--- config.mk ---
export PLATFORM = sky130hd
export DESIGN_NAME = lsu
export DESIGN_NICKNAME = d
export VERILOG_FILES = /design/src/rtl/lsu_pkg.sv /design/src/rtl/lsu_align.sv /design/src/rtl/lsu.sv
export SDC_FILE = /design/constraint.sdc
export NUM_CORES = 1
export LEC_CHECK = 0
export CAP_MARGIN = 5
export CORE_MARGIN = 4
export CORE_UTILIZATION = 49
export CTS_CLUSTER_SIZE = 16
export DETAILED_ROUTE_END_ITERATION = 12
export PLACE_DENSITY_LB_ADDON = 0.1
export SYNTH_ARGS = -nofsm -noshare
export SYNTH_HDL_FRONTEND = slang
export SYNTH_HIERARCHICAL = 1
export SYNTH_SLANG_ARGS = --single-unit
--- constraint.sdc ---
create_clock -name clk -period 3.1 [get_ports clk]
set_input_delay 0.62 -clock clk [delete_from_list [all_inputs] [get_ports clk]]
set_output_delay 0.62 -clock clk [all_outputs]
set_load 0.02 [all_outputs]
--- src/rtl/lsu_pkg.sv ---
// Shared definitions for the load/store unit: RV32I width/sign codes and FSM states.
package lsu_pkg;

  typedef enum logic [1:0] {
    LSU_IDLE = 2'd0,
    LSU_REQ  = 2'd1,
    LSU_RESP = 2'd2
  } lsu_state_e;

  localparam logic [2:0] LSU_LB  = 3'b000;
  localparam logic [2:0] LSU_LH  = 3'b001;
  localparam logic [2:0] LSU_LW  = 3'b010;
  localparam logic [2:0] LSU_LBU = 3'b100;
  localparam logic [2:0] LSU_LHU = 3'b101;
  localparam logic [2:0] LSU_SB  = 3'b000;
  localparam logic [2:0] LSU_SH  = 3'b001;
  localparam logic [2:0] LSU_SW  = 3'b010;

endpackage

--- src/rtl/lsu_align.sv ---
// Combinational lane logic: store byte-enable/data steering, access checks,
// and load byte/half extraction with sign or zero extension.
module lsu_align
  import lsu_pkg::*;
#(
  parameter int XLEN = 32
) (
  input  logic            req_load,
  input  logic            req_store,
  input  logic [2:0]      req_funct3,
  input  logic [1:0]      req_offset,
  input  logic [XLEN-1:0] req_wdata,
  output logic [3:0]      req_be,
  output logic [XLEN-1:0] req_lane_wdata,
  output logic            req_misaligned,
  output logic            req_illegal,
  input  logic [2:0]      rsp_funct3,
  input  logic [1:0]      rsp_offset,
  input  logic [XLEN-1:0] rsp_rdata,
  output logic [XLEN-1:0] rsp_data
);

  logic [XLEN-1:0] shifted;

  always_comb begin
    req_be         = 4'b1111;
    req_lane_wdata = req_wdata;
    req_misaligned = 1'b0;
    req_illegal    = 1'b0;
    if (req_store) begin
      case (req_funct3)
        LSU_SB: begin
          req_be         = 4'b0001 << req_offset;
          req_lane_wdata = {4{req_wdata[7:0]}};
        end
        LSU_SH: begin
          req_be         = 4'b0011 << req_offset;
          req_lane_wdata = {2{req_wdata[15:0]}};
          req_misaligned = req_offset[0];
        end
        LSU_SW:  req_misaligned = |req_offset;
        default: req_illegal = 1'b1;
      endcase
    end else if (req_load) begin
      case (req_funct3)
        LSU_LB, LSU_LBU: req_misaligned = 1'b0;
        LSU_LH, LSU_LHU: req_misaligned = req_offset[0];
        LSU_LW:          req_misaligned = |req_offset;
        default:         req_illegal = 1'b1;
      endcase
    end
  end

  // Move the addressed byte/half down to bit 0 before extending.
  assign shifted = rsp_rdata >> {rsp_offset, 3'b000};

  always_comb begin
    rsp_data = shifted;
    case (rsp_funct3)
      LSU_LB:  rsp_data = {{(XLEN-8){shifted[7]}}, shifted[7:0]};
      LSU_LH:  rsp_data = {{(XLEN-16){shifted[15]}}, shifted[15:0]};
      LSU_LBU: rsp_data = {{(XLEN-8){1'b0}}, shifted[7:0]};
      LSU_LHU: rsp_data = {{(XLEN-16){1'b0}}, shifted[15:0]};
      default: rsp_data = shifted;
    endcase
  end

endmodule

--- src/rtl/lsu.sv ---
// Load/store unit: accepts EX-stage memory ops, runs the req/gnt/rvalid
// handshake with data memory, and returns extended load data to writeback.
module lsu
  import lsu_pkg::*;
#(
  parameter int XLEN = 32
) (
  input  logic            clk,
  input  logic            rst_n,
  input  logic            ex_valid,
  input  logic            ex_load,
  input  logic            ex_store,
  input  logic [2:0]      ex_funct3,
  input  logic [XLEN-1:0] ex_addr,
  input  logic [XLEN-1:0] ex_wdata,
  input  logic [4:0]      ex_rd,
  output logic            lsu_ready,
  output logic            lsu_stall,
  output logic            mem_req,
  output logic            mem_we,
  output logic [XLEN-1:0] mem_addr,
  output logic [3:0]      mem_be,
  output logic [XLEN-1:0] mem_wdata,
  input  logic            mem_gnt,
  input  logic            mem_rvalid,
  input  logic [XLEN-1:0] mem_rdata,
  output logic            wb_valid,
  output logic [4:0]      wb_rd,
  output logic [XLEN-1:0] wb_data,
  output logic            lsu_err
);

  lsu_state_e      state_reg, state_next;
  logic [XLEN-1:0] addr_reg;
  logic [1:0]      offset_reg;
  logic [3:0]      be_reg;
  logic [XLEN-1:0] wdata_reg;
  logic            we_reg;
  logic [2:0]      funct3_reg;
  logic [4:0]      rd_reg;
  logic            wb_valid_reg;
  logic [4:0]      wb_rd_reg;
  logic [XLEN-1:0] wb_data_reg;
  logic            err_reg;

  logic [3:0]      req_be;
  logic [XLEN-1:0] req_lane_wdata;
  logic            req_misaligned;
  logic            req_illegal;
  logic [XLEN-1:0] rsp_data;
  logic            mem_op;
  logic            accept;
  logic            bad_op;

  lsu_align #(.XLEN(XLEN)) u_align (
    .req_load       (ex_load),
    .req_store      (ex_store),
    .req_funct3     (ex_funct3),
    .req_offset     (ex_addr[1:0]),
    .req_wdata      (ex_wdata),
    .req_be         (req_be),
    .req_lane_wdata (req_lane_wdata),
    .req_misaligned (req_misaligned),
    .req_illegal    (req_illegal),
    .rsp_funct3     (funct3_reg),
    .rsp_offset     (offset_reg),
    .rsp_rdata      (mem_rdata),
    .rsp_data       (rsp_data)
  );

  assign mem_op    = ex_valid & (ex_load | ex_store);
  assign lsu_ready = (state_reg == LSU_IDLE);
  assign accept    = mem_op & lsu_ready;
  assign bad_op    = req_misaligned | req_illegal;
  assign lsu_stall = (mem_op & ~lsu_ready) | (state_reg != LSU_IDLE);

  always_comb begin
    state_next = state_reg;
    case (state_reg)
      LSU_IDLE: if (accept && !bad_op) state_next = LSU_REQ;
      LSU_REQ:  if (mem_gnt) state_next = we_reg ? LSU_IDLE : LSU_RESP;
      LSU_RESP: if (mem_rvalid) state_next = LSU_IDLE;
      default:  state_next = LSU_IDLE;
    endcase
  end

  always_ff @(posedge clk or negedge rst_n) begin
    if (!rst_n) state_reg <= LSU_IDLE;
    else        state_reg <= state_next;
  end

  always_ff @(posedge clk or negedge rst_n) begin
    if (!rst_n) begin
      addr_reg     <= '0;
      offset_reg   <= '0;
      be_reg       <= '0;
      wdata_reg    <= '0;
      we_reg       <= 1'b0;
      funct3_reg   <= '0;
      rd_reg       <= '0;
      wb_valid_reg <= 1'b0;
      wb_rd_reg    <= '0;
      wb_data_reg  <= '0;
      err_reg      <= 1'b0;
    end else begin
      err_reg      <= accept & bad_op;
      wb_valid_reg <= 1'b0;
      if (accept && !bad_op) begin
        addr_reg   <= {ex_addr[XLEN-1:2], 2'b00};
        offset_reg <= ex_addr[1:0];
        be_reg     <= req_be;
        wdata_reg  <= req_lane_wdata;
        we_reg     <= ex_store;
        funct3_reg <= ex_funct3;
        rd_reg     <= ex_rd;
      end
      if (state_reg == LSU_RESP && mem_rvalid) begin
        wb_valid_reg <= 1'b1;
        wb_rd_reg    <= rd_reg;
        wb_data_reg  <= rsp_data;
      end
    end
  end

  // Request fields are only driven while a request is outstanding, so an
  // asynchronous reset clears the whole memory port at once.
  assign mem_req   = (state_reg == LSU_REQ);
  assign mem_we    = mem_req & we_reg;
  assign mem_addr  = mem_req ? addr_reg  : '0;
  assign mem_be    = mem_req ? be_reg    : '0;
  assign mem_wdata = mem_req ? wdata_reg : '0;

  assign wb_valid = wb_valid_reg;
  assign wb_rd    = wb_rd_reg;
  assign wb_data  = wb_data_reg;
  assign lsu_err  = err_reg;

endmodule

* Word-level counts from Yosys, hierarchy flattened
Cells that the tools add are included.
** Word-level totals
- Bits in registers :: 118
- Logic and storage cells :: 70
** Cells by class
- Equal/unequal tests :: 12
- Shift-type cells :: 3
- Mux-type cells :: 22
- Bitwise operators :: 9
- Reductions and logical operators :: 12
** Operators by type and width (number)
- one-hot mux 32 bit (4 select lines) :: 1
- 2-to-1 mux 32 bit :: 3
- one-hot mux 32 bit (2 select lines) :: 1
- >> shifter 32 x 5 -> 32 bit :: 1
- == test 3 bit (second input constant) :: 4
- 2-to-1 mux 2 bit :: 4
- 2-to-1 mux 4 bit :: 2
- one-hot mux 4 bit (2 select lines) :: 1
- 2-to-1 mux 1 bit :: 7
- == test 3 x 1 -> 1 bit (second input constant) :: 2
- zero test 3 bit :: 2
- one-hot mux 2 bit (3 select lines) :: 1
- bitwise AND 1 bit :: 5
- OR reduction 5 bit :: 1
- != test 2 x 1 -> 1 bit (second input constant) :: 2
- one-hot mux 1 bit (2 select lines) :: 2
- OR reduction 2 bit :: 2
- left shift 1 x 2 -> 4 bit (first input constant) :: 1
- left shift 2 x 2 -> 4 bit (first input constant) :: 1
- == test 3 x 2 -> 1 bit (second input constant) :: 1
- OR 1 bit :: 3
- AND reduction 3 bit :: 1
- OR reduction 3 bit :: 1
- == test 2 x 1 -> 1 bit (second input constant) :: 1
- 7 further kinds :: 8

* Logic depth before layout (Yosys ltp)
Gate-level depths: netlist of the first run.
- Depth in word-level cells :: 10
- Depth in mapped cells :: 9
- Mapped depth without buffers :: 6

* Hierarchy
The synthesis of the first run kept the hierarchy.
** Modules (own cells, without submodules)
- lsu :: instances 1, cells each 335, area each 4939.7 um^2, sequential area each 2952.8 um^2
- lsu_align :: instances 1, cells each 180, area each 1211.2 um^2, sequential area each 0.0 um^2

* Least setup slack after synthesis of the first run
Ideal clock, no wire load.
- Path type :: input to register
- From :: in ex_funct3[0]
- To :: reg addr_reg[29]
- Setup time :: 125 ps
- Data arrival time :: 2107 ps
- Data required time :: 2975 ps
- Path slack :: 868 ps
- Stages :: 9
- Path buffers :: 4
- Path through :: buf_2 buf_2 a21oi_1 a211oi_1 nor2_1 o2111ai_2 buf_6 buf_6 mux2_4
** On the way
- Cells in the longest elaborated chain, start to end :: 8
- Elaborated cells between the ends (all ways) :: 19
- Classes of those cells :: eq/ne (4); mux (8); bitwise (1); reduce/logical (6)
** RTL lines
- start: declaration :: line lsu.sv:13 : input logic [2:0] ex_funct3,
- == test 3 x 1 -> 1 bit / == test 3 bit (equally long branches) :: line lsu_align.sv:31, lsu_align.sv:45
- OR reduction 2 bit :: line lsu_align.sv:45 : case (req_funct3)
- one-hot mux 1 bit (2 select lines) :: line lsu_align.sv:45
- 2-to-1 mux 1 bit :: line lsu_align.sv:44 : end else if (req_load) begin
- 2-to-1 mux 1 bit * :: line lsu_align.sv:30 : if (req_store) begin
- net req_misaligned :: line lsu.sv:48 : logic req_misaligned;
- OR 1 bit * :: line lsu.sv:74 : assign bad_op = req_misaligned | req_illegal;
- zero test 1 bit * :: line lsu.sv:108 : if (accept && !bad_op) begin
- logical AND 1 bit * :: line lsu.sv:108
- end signal: assignment :: line lsu.sv:109 : addr_reg <= {ex_addr[XLEN-1:2], 2'b00};
- end: declaration :: line lsu.sv:34 : logic [XLEN-1:0] addr_reg;
The timed path passes the listed nets; every way through them passes the cells marked *.
A chain may end at the register's enable or synchronous reset.

* Worst setup path in the final report of the first run
- From :: reg state_reg[1]
- To :: out mem_be[3]
** On the way
- Cells in the longest elaborated chain, start to end :: 2
** RTL lines
- start: declaration :: line lsu.sv:33 : lsu_state_e state_reg, state_next;
- start signal: assignment :: line lsu.sv:89 : else state_reg <= state_next;
- == test 2 x 1 -> 1 bit :: line lsu.sv:127 : assign mem_req = (state_reg == LSU_REQ);
- 2-to-1 mux 4 bit :: line lsu.sv:130 : assign mem_be = mem_req ? be_reg : '0;
- end: declaration :: line lsu.sv:22 : output logic [3:0] mem_be,
No other way between the ends.

==> impl_metrics.toml, run 1 <==
[synth]
yosysSeqAreaShare_pct = 48.0
yosysTopAreaCellShare_pct = 48.0
post-synth-top-count-cell = "dfrtp_1"
synth_area_leader_cell = "dfrtp_1"
avgSynthCellArea_um2 = 11.9
synth.area.top_cells = "dfrtp_1, mux2_2, and2_1, mux2_4, mux2i_1"
yosys_warnings = 6
synth_flop_cell = "dfrtp_1"
synth_common_cells = "dfrtp_1, mux2_2, and2_1"
synthDistinctLibCells = 29
synth_cells = 515
async_flop_share_pct = 100
ys_seq_elements = 118
synth_edf_count = 0
syn-cell-area_mm2 = 0.00615

[cells_and_area]
layout-drive-gt1-share_pct = 24.9
final_nets = 833
final_util_pct = 74.7
postLayoutCellArea_mm2 = 0.00909
diodes = 0
syn_to_final_growth_pct = 47.8

[placed_design]
port_buffers = 219
routabilityCongestion = 0.826
placed_area_mm2 = 0.00843
dp_hpwl_um = 11900

[timing]
setup_tns_ps = 0
rsz0062_at_grt = "false"
finalHoldViolCount = 0
period_share_pct = 92.9
fin_worst_skew_ps = 9.62
clock.fmax_ghz = 0.347
relSlewSlack_pct = 59.3
period_needed_ps = 2880
drv_slew = 0
worstMarginPinSlew_ps = 608
setup_viol = 0

[setup_path]
critical_path_class = "flip-flop to output port"
worstSetupStartpointType = "flip-flop"
crit_path_end_kind = "output port"
crit_required_ps = 2480
arrival_ps = 2260
reg2reg_slack_ps = 1140
worstPathMaxFanout = 68

[route]
drtPass1Iterations = 4
viasPerCell = 5.16
drcViolationCount = 0
vias = 4656
drtIter0Drc = 243
finalWirelength_um = 16400
wl_per_cell_um = 18.1
ant_nets = 0

[clock_tree]
cts_buffers = 17
clockBufferDepth = 2
clkSlewWorstSetupHoldPaths_ps = 50
htreeDepth = 4
cts-hold-fix-buffers = 0
tritoncts = "done"
ctsRootBufferMaster = "clkbuf_16"
worstSkewPairLatency_ps = 410
cts_resized = 0
cts.sinks = 118
postCtsSetupRepairBufs = 0

[power_and_ir_drop]
power_density_mw_per_mm2 = 883
ir_worst_vdd_mv = 0.534
p_leak_nw = 3.93

[floorplan]
die-area_mm2 = 0.0144
fp-row-count = 40
die_y_um = 120
die_x_um = 120
coreArea_mm2 = 0.0122
num_io_pins = 222
start_util_pct = 50.6

[hold_path]
hold_path.class = "input port to async pin"

[grt]
grt_max_degree = 69
grt_usage_pct = 23.5
grt_pass1_wl_um = 26600
antenna_found_initial = 0
gr-total-overflow = 0
grt_pass1_vias = 5203

[job]
maxCapViolations = 0

[run_status]
status = "completed"
==> critical path: stages (launching register included) <==
cell	delay, ps
dfrtp_1	420
nand2b_1	210
inv_1	110
buf_12	240
and2_1	220
clkdlybuf4s50_1	630
==> metal layers <==
metal	track usage, %	vias to the layer above	wire (µm)
li1	-	2175	-
met5	0	-	0
met4	9.45	0	452
met2	39.8	180	8150
met3	7.21	31	1140
met1	27.7	2270	6610
==> final timing paths <==
kind,from,to,cells past startpoint
min reg2reg,wdata_reg[18],wdata_reg[18],1
max,state_reg[1],mem_be[3],5
min,rst_n,wb_valid,1
max in group asynchronous,rst_n,wdata_reg[26],2
min in group clk,wdata_reg[18],wdata_reg[18],1
max reg2reg,offset_reg[0],wb_data[9],6
==> metrics by stage <==
stage	power, W	hold slack, ps	setup slack [ps]	instances
2_1_floorplan	0.00450	324	868	516
3_3_place_gp	0.00577	478	342	871
3_5_place_dp	0.00590	486	332	871
4_1_cts	0.00810	225	201	903
5_1_grt	0.00845	245	109	903
6_report	0.00802	212	219	903
==> power by group <==
group | internal (W) | switching, W
combinational | 0.00175 | 0.00153
sequential | 0.00221 | 0.000374
clock | 0.00149 | 0.000662
total | 0.00545 | 0.00257
==> cells by family (layout without fill, tap and decap cells) <==
kind of cell / count (synthesis) / after routing / share of synthesized area, %
other cells: 1 / 2 / 0.0610
simple gates: 134 / 134 / 11.8
buf+inv: 49 / 268 / 4.74
mux: 158 / 158 / 29.5
flops: 118 / 118 / 48.0
compound gates: 55 / 55 / 5.84
==> cell usage in the layout, fill, tap and decap left out, types with 2 or more instances in the layout <==
cell type	count
nor2b_1	9
inv_1	5
dfrtp_1	118
mux2_2	111
buf_4	10
o21ai_0	14
bufinv_16	4
nand3b_1	2
mux2_4	19
clkdlybuf4s50_1	218
and2_1	67
a211oi_1	15
clkbuf_8	7
nand2b_1	2
nor2_1	32
clkbuf_16	17
o21ai_2	2
buf_12	3
a21oi_1	19
conb_1	2
nand2_1	18
mux2i_1	28
clkinv_2	2
==> final cells by class <==
class	instances	area [µm²]
timing repair buffer	231	2320
clock buffer	25	526
clock inverter	7	138
sequential	118	2950
multi-input combinational	349	2930
tap	168	210
inverter	5	18.8
fill	870	3070
Note: power is estimated with default switching activity, not from simulation.
==> run 2: changes to the inputs <==
- CORE_MARGIN: 4 -> 5
==> run 2 against run 1 <==
  * Clock power down 5%
  * Register-to-register slack worse by 280 ps
  * Sequential power about the same
  * First-iteration DRC count up 9.9%
  * Critical endpoint is now mem_wdata[14]
  * Largest cell class unchanged
  * Highest routed layer unchanged
==> impl_metrics.toml, run 2 (synthesized netlist as in run 1, its figures left out) <==
[hold_path]
hold_path.class = "input port to async pin"

[timing]
period_needed_ps = 2850
relSlewSlack_pct = 35.4
clock.fmax_ghz = 0.351
setup_viol = 0
fin_worst_skew_ps = 7.91
rsz0062_at_grt = "false"
period_share_pct = 91.8
finalHoldViolCount = 0
worstMarginPinSlew_ps = 969
setup_tns_ps = 0
drv_slew = 0

[setup_path]
worstPathMaxFanout = 68
reg2reg_slack_ps = 860
crit_required_ps = 2480
rr_worst_depth = 5
r2r_start = "offset_reg[1]"
timing.rr.end = "wb_data[27]"
worstSetupStartpointType = "flip-flop"
arrival_ps = 2230
critical_path_class = "flip-flop to output port"
crit_path_end_kind = "output port"

[clock_tree]
ctsRootBufferMaster = "clkbuf_16"
cts_resized = 0
cts_buffers = 17
clockBufferDepth = 2
cts.sinks = 118
worstSkewPairLatency_ps = 410
htreeDepth = 4
postCtsSetupRepairBufs = 0
tritoncts = "done"
cts-hold-fix-buffers = 0
clkSlewWorstSetupHoldPaths_ps = 60

[grt]
gr-max-usage-layer = "met2"
antenna_found_initial = 0
met2_usage_pct = 37.0
grt_max_degree = 69
met3_usage_pct = 7.15
grt_usage_pct = 21.9
grt_pass1_wl_um = 25400
gr-total-overflow = 0
grtUsageMet1_pct = 26.3
grt_pass1_vias = 4874

[cells_and_area]
diodes = 0
final_util_pct = 72.7
postLayoutCellArea_mm2 = 0.00907
final_common_cell = "clkdlybuf4s50_1"
seqCellArea_mm2 = 0.00295
nFillCells = 926
final_nets = 833
final_cells = 907
layout-drive-gt1-share_pct = 25.0
final_cell_mix = "clkdlybuf4s50_1, dfrtp_1, mux2_2"
syn_to_final_growth_pct = 47.4
multiInputGateArea_mm2 = 0.00293

[route]
drcViolationCount = 0
viasPerCell = 5.12
wl_per_cell_um = 17.8
vias = 4644
finalWirelength_um = 16200
ant_nets = 0
drtPass1Iterations = 4
drtIter0Drc = 267

[run_status]
status = "completed"

[power_and_ir_drop]
power_w = 0.00789
ir_worst_vdd_mv = 0.360
p_leak_nw = 3.90
power_density_mw_per_mm2 = 870

[floorplan]
start_util_pct = 49.3
die-area_mm2 = 0.0149
die_x_um = 122
num_io_pins = 222
fp-row-count = 41
die_y_um = 122
coreArea_mm2 = 0.0125

[placed_design]
routabilityCongestion = 0.869
place_inst = 875
placed_area_mm2 = 0.00844
dp_hpwl_um = 11700
port_buffers = 219

[job]
maxCapViolations = 0
==> run 2: changes by cell type in the layout (fill, tap and decap cells not counted) <==
cell,before,now
buf_12,3,4
buf_4,10,9
bufinv_16,4,3
clkbuf_1,1,0
clkbuf_8,7,2
clkinv_2,2,1
clkinv_4,0,2
clkinvlp_4,1,3
inv_6,0,4
==> run 2: power breakdown <==
group	internal (W)	leakage [nW]	switching, W	total [W]
Clock	0.00132	0.297	0.000733	0.00205
Combinational	0.00175	2.19	0.00149	0.00324
Sequential	0.00220	1.41	0.000396	0.00260
Total	0.00527	3.90	0.00262	0.00789
==> run 2: metrics by stage <==
stage                     hold slack (ps)  setup slack [ps]
final                                69.0               254
after global routing                 71.7               131
after CTS                            57.0               226
after detailed placement              485               173
after global placement                480               228
after floorplan                       324               868
==> run 2: worst max path at each step <==
stage	start	end	slack [ps]	depth (start not counted)
5_1_grt	state_reg[1]	mem_wdata[14]	130	5
4_1_cts	state_reg[1]	mem_wdata[25]	230	5
3_5_place_dp	ex_store	wdata_reg[7]	170	8
3_3_place_gp	ex_store	wdata_reg[8]	230	8
2_1_floorplan	ex_funct3[0]	addr_reg[29]	870	9
6_report	state_reg[1]	mem_wdata[14]	250	5
==> run 2: critical path: stages (launching register included) <==
cell             delay (ps)
dfrtp_1                 420
nand2b_1                190
inv_1                   120
buf_12                  250
and2_1                  200
clkdlybuf4s50_1         610
==> run 2: area by class of cell <==
cell class	count	share of cell area, %
Sequential cell	118	32.6
Multi-Input combinational cell	349	32.3
Timing Repair Buffer	231	25.7
Clock buffer	19	5.00
Tap cell	172	2.37
Clock inverter	13	1.88
Inverter	5	0.207
==> run 2: layer usage <==
metal  part of all wire (%)  wire length (µm)
met5                      0                 0
met4                    1.8               291
met3                    7.8              1250
met2                     51              8190
met1                     40              6430
==> run 3: changes to the inputs <==
==> constraint.sdc (replaced) <==
create_clock -name clk -period 3.1 [get_ports clk]
set_input_delay 0.31 -clock clk [delete_from_list [all_inputs] [get_ports clk]]
set_output_delay 0.31 -clock clk [all_outputs]
set_load 0.02 [all_outputs]
==> run 3 against run 2 <==
  * Critical path depth is the same
  * Flip-flop and latch count is the same
  * Clock power hardly changed
  * Die area is the same
  * Combinational power barely moved
  * Core utilization is 0.20 points lower
  * First-iteration DRC count rose by 40%
  * Routed wire length fell by 0.32%
  * Final cell count down 0.11%
  * Clock skew shrank 3.5 ps
  * Critical path type unchanged
==> impl_metrics.toml, run 3 (synthesized netlist as in run 1, its figures left out) <==
[grt]
gr-total-overflow = 0
grt_pass1_vias = 4907
grt_max_degree = 71
antenna_found_initial = 0
grt_pass1_wl_um = 25500
grt_usage_pct = 22.1

[power_and_ir_drop]
power.internal_w = 0.00529
sw_frac_of_total_pct = 33.0
p_leak_nw = 3.90
power_w = 0.00789
seq_power_share_pct = 32.9
p_sw_w = 0.00260
clkPwrFrac_pct = 26.3
ir_worst_vdd_mv = 0.428
power_frac_comb_pct = 40.8
power_density_mw_per_mm2 = 872

[floorplan]
start_util_pct = 49.3
num_io_pins = 222
die-area_mm2 = 0.0149
coreArea_mm2 = 0.0125
die_x_um = 122
die_y_um = 122
fp-row-count = 41

[timing]
finalHoldViolCount = 0
clock.fmax_ghz = 0.365
period_share_pct = 88.3
worstMarginPinSlew_ps = 950
setup_viol = 0
fin_worst_skew_ps = 4.40
rsz0062_at_grt = "false"
setup_tns_ps = 0
period_needed_ps = 2740
relSlewSlack_pct = 36.7
drv_slew = 0

[route]
viasPerCell = 5.08
drcViolationCount = 0
ant_nets = 0
finalWirelength_um = 16100
vias = 4601
wl_per_cell_um = 17.8
drtPass1Iterations = 4
drtIter0Drc = 374

[clock_tree]
ctsRootBufferMaster = "clkbuf_16"
cts_resized = 0
tritoncts = "done"
worstSkewPairLatency_ps = 410
htreeDepth = 4
cts-hold-fix-buffers = 1
clockBufferDepth = 2
cts_buffers = 17
cts.sinks = 118
clkSlewWorstSetupHoldPaths_ps = 60
postCtsSetupRepairBufs = 0

[cells_and_area]
layout-drive-gt1-share_pct = 24.8
final_cells = 906
final_nets = 832
diodes = 0
final_cell_mix = "clkdlybuf4s50_1, dfrtp_1, mux2_2"
syn_to_final_growth_pct = 47.0
postLayoutCellArea_mm2 = 0.00904
final_common_cell = "clkdlybuf4s50_1"

[placed_design]
placed_area_mm2 = 0.00840
port_buffers = 219
dp_hpwl_um = 11800
routabilityCongestion = 0.880
place_inst = 873

[job]
maxCapViolations = 0

[run_status]
status = "completed"

[setup_path]
reg2reg_slack_ps = 890
worstPathMaxFanout = 68
crit_start = "state_reg[1]"
worstSetupStartpointType = "flip-flop"
crit_required_ps = 2790
critical_path_class = "flip-flop to output port"
timing.rr.end = "wb_data[30]"
crit_path_end_kind = "output port"
cp-endpoint = "mem_wdata[25]"
rr_worst_depth = 5
arrival_ps = 2430
r2r_start = "offset_reg[1]"

[hold_path]
hold_path.class = "input port to async pin"
-- run 3: stage by stage --
stage | setup WS [ps] | utilization, % | hold slack, ps
floorplan | 1180 | - | 14.4
finish | 364 | 72.5 | 453
global route | 207 | 72.5 | 493
detailed placement | 674 | 67.4 | 376
CTS | 332 | 72.5 | 481
global placement | 730 | 67.4 | 367
-- run 3: layout make-up --
cell class / count / area (µm²)
inverter: 5 / 18.8
clock inverter: 15 / 203
multi-input combinational: 349 / 2930
sequential: 118 / 2950
timing repair buffer: 230 / 2300
tap: 172 / 215
fill: 939 / 3420
clock buffer: 17 / 425
-- run 3: worst min path at each step --
stage	start	slack, ps	to
6_report	rst_n	450	wb_valid
5_1_grt	mem_gnt	490	state_reg[0]
4_1_cts	rst_n	480	wb_valid
3_5_place_dp	rst_n	380	wb_valid
3_3_place_gp	rst_n	370	wb_valid
2_1_floorplan	rst_n	10	addr_reg[10]
-- run 3: power by group through the flow --
stage	Clock, W	Combinational (W)	Sequential (W)
6_report	0.00207	0.00322	0.00260
5_1_grt	0.00220	0.00344	0.00269
4_1_cts	0.00212	0.00325	0.00260
3_5_place_dp	0	0.00324	0.00262
3_3_place_gp	0	0.00317	0.00257
2_1_floorplan	0	0.00175	0.00276
-- run 3: metal layers --
metal | global-route usage (%) | vias up | share of wire (%)
met5 | 0 | - | 0
met4 | 9.45 | 0 | 2.8
met3 | 8.64 | 28 | 9.6
met2 | 37.0 | 159 | 50
met1 | 25.3 | 2233 | 38
li1 | - | 2181 | -
-- run 3: critical path, cell delays in order (launching register included) --
cell and delay, ps:
dfrtp_1 430, nand2b_1 190, inv_1 60, buf_4 450
and2_1 210, clkdlybuf4s50_1 640
